===== config.mk =====
export PLATFORM = sky130hd
export DESIGN_NAME = debounce_scheduler
export DESIGN_NICKNAME = d
export VERILOG_FILES = /design/src/rtl/debounce_scheduler.sv
export SDC_FILE = /design/constraint.sdc
export NUM_CORES = 1
export LEC_CHECK = 0
export CAP_MARGIN = 20
export CORE_ASPECT_RATIO = 0.6
export CORE_MARGIN = 2
export CORE_UTILIZATION = 61
export CTS_CLUSTER_DIAMETER = 30
export DETAILED_ROUTE_END_ITERATION = 7
export PLACE_DENSITY = 0.91
export SYNTH_ARGS = -nofsm -noshare
export SYNTH_HDL_FRONTEND = slang
export SYNTH_SLANG_ARGS = --single-unit

===== constraint.sdc =====
create_clock -name clk -period 7 [get_ports clk]
set_input_delay 0.7 -clock clk [delete_from_list [all_inputs] [get_ports clk]]
set_output_delay 0.7 -clock clk [all_outputs]
set_load 0.1 [all_outputs]

===== src/rtl/debounce_scheduler.sv =====
// ---------------------------------------------------------------------------
// debounce_scheduler
//
// Purpose:
//   Debounces N_INPUTS button/switch lines with one shared stability counter.
//   A round-robin scheduler hands the counter to one line with a pending
//   change at a time. The output is a set of stable levels plus a one-cycle
//   change pulse for each committed update.
//
// Ports:
//   clk          system clock, rising edge
//   rst          synchronous active-high reset
//   value_in     raw asynchronous button lines
//   value_out    debounced stable levels
//   changed      one-cycle pulse on the bit whose value_out just updated
//   busy         high while the shared counter is granted (COUNT or COMMIT)
//   active_ch    channel currently granted, 0 when idle
//   glitch_count saturating count of aborted COUNT phases (optional)
//
// Optional feature:
//   Define DEBOUNCE_GLITCH_CNT_EN to add the glitch_count output.
// ---------------------------------------------------------------------------
module debounce_scheduler #(
    parameter int   N_INPUTS   = 4,
    parameter int   CLK_FREQ   = 50,
    parameter int   TIME_DELAY = 1,
    parameter logic IDLE_LEVEL = 1'b1,
    localparam int  PTR_W      = (N_INPUTS > 1) ? $clog2(N_INPUTS) : 1
) (
    input  logic                clk,
    input  logic                rst,
    input  logic [N_INPUTS-1:0] value_in,
    output logic [N_INPUTS-1:0] value_out,
    output logic [N_INPUTS-1:0] changed,
    output logic                busy,
    output logic [PTR_W-1:0]    active_ch
`ifdef DEBOUNCE_GLITCH_CNT_EN
    ,
    output logic [7:0]          glitch_count
`endif
);

    localparam int MAX_CLK_COUNT = TIME_DELAY * CLK_FREQ * 1000;
    localparam int CNT_W         = $clog2(MAX_CLK_COUNT);

    typedef enum logic [1:0] {
        SCAN,
        COUNT,
        COMMIT
    } state_t;

    state_t               state, state_next;
    logic [N_INPUTS-1:0]  sync1, sync2;
    logic [N_INPUTS-1:0]  value_out_next;
    logic [N_INPUTS-1:0]  changed_next;
    logic [N_INPUTS-1:0]  pending;
    logic [PTR_W-1:0]     ptr, ptr_next;
    logic [PTR_W-1:0]     ch, ch_next;
    logic                 target, target_next;
    logic [CNT_W-1:0]     counter, counter_next;
    logic                 abort;
    logic                 found;
    logic [PTR_W-1:0]     grant_idx;
    logic [PTR_W-1:0]     idx;

    // Modulo-N increment; works for any N, not just powers of two, and
    // keeps the pointer pinned at 0 when there is only one line.
    function automatic logic [PTR_W-1:0] next_index(input logic [PTR_W-1:0] i);
        if (i == PTR_W'(N_INPUTS - 1)) begin
            return '0;
        end
        return i + 1'b1;
    endfunction

    // A line needs service whenever its synchronized level disagrees with
    // the level we currently publish.
    assign pending = sync2 ^ value_out;

    // The counter is only "owned" outside SCAN; report the owner, or 0.
    assign busy      = (state != SCAN);
    assign active_ch = busy ? ch : '0;

    // Next-state logic. SCAN walks the pending bits starting at ptr so every
    // line gets a fair turn. COUNT restarts from scratch on any disagreement
    // with the latched target; a waiting line never carries partial credit.
    always_comb begin
        state_next     = state;
        ch_next        = ch;
        target_next    = target;
        counter_next   = counter;
        ptr_next       = ptr;
        value_out_next = value_out;
        changed_next   = '0;
        abort          = 1'b0;
        found          = 1'b0;
        grant_idx      = ptr;
        idx            = ptr;

        case (state)
            SCAN: begin
                for (int k = 0; k < N_INPUTS; k++) begin
                    if (!found && pending[idx]) begin
                        found     = 1'b1;
                        grant_idx = idx;
                    end
                    idx = next_index(idx);
                end
                if (found) begin
                    ch_next      = grant_idx;
                    target_next  = sync2[grant_idx];
                    counter_next = '0;
                    state_next   = COUNT;
                end
            end

            COUNT: begin
                if (sync2[ch] != target) begin
                    abort        = 1'b1;
                    counter_next = '0;
                    ptr_next     = next_index(ch);
                    state_next   = SCAN;
                end else if (counter == CNT_W'(MAX_CLK_COUNT - 1)) begin
                    state_next = COMMIT;
                end else begin
                    counter_next = counter + 1'b1;
                end
            end

            COMMIT: begin
                value_out_next[ch] = target;
                changed_next[ch]   = 1'b1;
                ptr_next           = next_index(ch);
                state_next         = SCAN;
            end

            default: begin
                state_next = SCAN;
            end
        endcase
    end

    // State and datapath registers, including the two-flop synchronizer.
    // Reset drops any committed pulse that has not yet been seen.
    always_ff @(posedge clk) begin
        if (rst) begin
            state     <= SCAN;
            sync1     <= {N_INPUTS{IDLE_LEVEL}};
            sync2     <= {N_INPUTS{IDLE_LEVEL}};
            value_out <= {N_INPUTS{IDLE_LEVEL}};
            changed   <= '0;
            ptr       <= '0;
            ch        <= '0;
            target    <= IDLE_LEVEL;
            counter   <= '0;
        end else begin
            state     <= state_next;
            sync1     <= value_in;
            sync2     <= sync1;
            value_out <= value_out_next;
            changed   <= changed_next;
            ptr       <= ptr_next;
            ch        <= ch_next;
            target    <= target_next;
            counter   <= counter_next;
        end
    end

`ifdef DEBOUNCE_GLITCH_CNT_EN
    // Every aborted COUNT is a bounce or glitch; count them, saturating.
    always_ff @(posedge clk) begin
        if (rst) begin
            glitch_count <= '0;
        end else if (abort && (glitch_count != 8'hFF)) begin
            glitch_count <= glitch_count + 8'd1;
        end
    end
`else
    // Without the glitch counter the abort strobe has no consumer.
    logic unused_abort;
    assign unused_abort = abort;
`endif

endmodule


==> summary.md <==
| Metric | Value |
|---|---|
| Met1 usage | approximately two fifths |
| Met2 Track Usage GR | about a third |
| Xor/xnor cell area share of the yosys netlist | about 7.5% |
| Total GRT Usage | about a quarter |
| Vias in the first global route | 1453 |
| Post-Synth Simple-Gate Area | 24.0% |
| Worst vdd ir | 0.246 mV |
| Post-synthesis compound-gate area fraction | roughly 17% |
| Layer with the highest usage | met1 |
| Internal power | about 0.43 mW |
| Crit end category | register |
| Final Skew | around 0.0058 ns |
| Total congestion overflow | 0 |
| Synth Warn # | 0 |
| Routed Antenna Nets | 0 |
| Slew at the pin closest to its max-slew limit | between 0.9 and 1 ns |
| Initial antenna violation count | 0 |
| Io pins | 17 |
| Startpoint Class | register |
| Slew Limit Fails | 0 |
| CTS H-tree lvls | 2 |
| Synth-to-Final Area Change | 15.0% |
| Post-layout util | 76.4% |
| Die width | 77.6 µm |
| Setup TNS | 0 ns |
| Post_cts resized | 0 |
| Row count | 15 |
| CP Class | register to register |
| First-pass detailed-route iteration total | 4 |
| Gpl congestion | roughly 0.91 |
| Distinct cell type count after synthesis | 44 |
| FFs w/ async S/R, synth | 0% |
| Clock power frac | 27.0% |
| Crit. Startpoint | ptr[1] |
| Post-CTS setup buffer count | 0 |
| WP buf/inv | 0 |
| Die Ht | between 40 and 50 µm |
| DRC violations left | 0 |
| Register Area | between 700 and 800 µm² |
| EDFF count, synth | 0 |
| Post-synthesis cell area | about 2000 µm² |
| Fin crit share | between 40% and 50% |
| Reg power frac | a little under two fifths |
| CTS Root Cell | clkbuf_8 |
| CP max FO | 12 |
| Detailed-placement wirelength estimate | 3330 µm |
| Adder-Cell Fraction of Synth Area | under 10% |
| Setup repair after global routing missed its margin | false |
| Final wirelength | around 4600 µm |
| Logic pwr share | between 30 and 40% |
| RR Endpoint | counter[5] |
| Setup violators final | 0 |
| Synth Net Count | between 200 and 250 |
| Avg WL per Cell | around 16 µm |
| I/O Buffers | 16 |
| CP peak stage delay | roughly 0.70 ns |
| Main synth FF type | dfxtp_1 |
| Met3 track utilization from global routing | under 10% |
| Hold depth | 1 |
| Register-to-Register Setup Slack | slightly above 4 ns |
| Clock sinks | 39 |
| Final Critical Period | ~2.9 ns |
| Largest net degree at the start of global routing | 26 |
| Num CTS Buffers | 5 |
| First-pass GRT wire length | around 7300 µm |
| Hold path start | sync1[0] |
| Critical-path cell list | ha_1, nor2_1, or4_1, o22ai_1, o211ai_1, nand3_1, or3_1, a21oi_1 |
| Antenna cells | 0 |
| Register area share after synthesis | 39.4% |
| FF-to-FF Start | ptr[1] |
| Hold Crit Class | register to register |
| Max Cap Viol | 0 |
| Crit path DAT | approximately 3.2 ns |
| Proportion of synthesized area in mux cells | 5.49% |
| Leakage | 0.874 nW |
| Mean Syn Cell Area | approximately 8.8 µm² |
| Initial core utilization | 66.5% |
| Clock transition at path regs | about 0.080 ns |
| Post-Synthesis Cells | 226 |
| Reg2reg path depth | 8 |
| Core footprint | ~3000 µm² |
| Layout Nets | between 200 and 300 |
| Sw frac | between 40% and 50% |
| CTS Hold Buffers Added | 0 |
| Worst path top cell family by delay | simple AND/OR/NAND/NOR gates |
| Multi-input gate area | between 1000 and 1500 µm² |
| Initial DRC Count | ~220 |
| Layout cells sized above 1 | approximately 8.7% |
| Via density | roughly 6.1 |
| Hold EP | sync2[0] |
| FILL cells | roughly 210 |
| CTS tree | done |
| Largest family of logic cells by synthesized area | simple AND/OR/NAND/NOR gates |
| Final Hold Fails | 0 |
| Vias | around 1.7k |
| Clk_lat worst skew | 0.30 ns |
| Power Dens Cells | 316 nW/µm² |
| CTS Buffer Depth | 2 |
| Die Area | ~3700 µm² |
| Outcome | finished, final reports clean |
| Register bit total from synthesis | 39 |
| Net switching power figure | 0.290 mW |
| CP max stage cell | o211ai_1 |
| Crit path required time | 7.24 ns |
| Fmax | 340 MHz |
| Relative slew slack | between 30% and 40% |
==> power groups by stage <==
stage               Combinational [mW]  Sequential [mW]  Clock, mW
detailed placement               0.250            0.270          0
CTS                              0.252            0.265      0.195
global placement                 0.244            0.267          0
floorplan                        0.199            0.262          0
global route                     0.276            0.270      0.204
finish                           0.259            0.267      0.195
==> stage by stage <==
stage	cells	total power, mW	worst slack, ns	hold slack, ns	instance area, µm²
after floorplan	226	0.461	3.87	0.389	1980
final	284	0.721	4.05	0.412	2280
after global placement	276	0.512	4.34	0.392	2160
after CTS	284	0.713	4.11	0.413	2280
after detailed placement	276	0.520	4.14	0.394	2160
after global routing	284	0.750	3.84	0.430	2280
==> flip-flops by register name, summed over array words and instances (netlist names) <==
signal	flops
ch	2
changed	4
counter	16
ptr	2
state	2
sync1	4
sync2	4
target	1
value_out	4
==> worst max path at each step <==
| stage | cells past startpoint | endpoint |
|---|---|---|
| 4_1_cts | 7 | counter[5] |
| 5_1_grt | 7 | counter[7] |
| 2_1_floorplan | 6 | target |
| 3_3_place_gp | 7 | counter[14] |
| 6_report | 8 | counter[5] |
| 3_5_place_dp | 7 | counter[5] |
==> per-layer routing <==
metal | vias up | part of all wire (%)
met2 | 92 | 40
met5 | - | 0
li1 | 834 | -
met3 | 11 | 9.5
met4 | 0 | 1.5
met1 | 784 | 49
==> synthesized netlist by cell type, types with 4 or more instances <==
cell / number / area [µm²]
a311o_1: 4 / 40.0
xnor2_1: 4 / 35.0
xor2_1: 13 / 114
or2_2: 8 / 50.1
nand3_1: 4 / 20.0
nor2_1: 29 / 109
a21oi_1: 12 / 60.1
and3_1: 8 / 50.1
clkbuf_1: 7 / 26.3
a21boi_0: 4 / 30.0
nand4_1: 6 / 37.5
inv_1: 8 / 30.0
nand2_1: 16 / 60.1
o21ai_0: 6 / 30.0
ha_1: 6 / 75.1
dfxtp_1: 39 / 781
and2_1: 7 / 43.8
==> cells by family after synthesis <==
kind of cell,count (synthesis)
buffers and inverters,16
flip-flops,39
adder cells (fa/ha/maj),6
AO/OA/AOI/OAI,48
XOR/XNOR,17
multiplexers,7
AND/OR/NAND/NOR,93
==> layout make-up <==
type | count | area share, %
Clock buffer | 5 | 3.02
Clock inverter | 3 | 2.08
Inverter | 8 | 1.32
Multi-Input combinational cell | 171 | 50.0
Sequential cell | 39 | 34.2
Tap cell | 42 | 2.30
Timing Repair Buffer | 16 | 7.02
==> layout by cell type (no fill, tap or decap), types with 3 or more instances in the layout <==
cell type	instances
a21boi_0	4
a21oi_1	12
or3_1	3
o21ai_0	6
dfxtp_1	39
and2_1	7
xor2_1	13
nand3_1	4
nor2_1	29
a211oi_1	3
clkbuf_8	5
nand2_1	16
mux2i_1	3
and3_1	8
clkdlybuf4s50_1	16
o22ai_1	3
a311o_1	4
nor2b_1	3
mux4_2	3
or2_2	8
ha_1	6
nand4_1	6
xnor2_1	4
inv_1	8
Note: power is estimated with default switching activity, not from simulation.
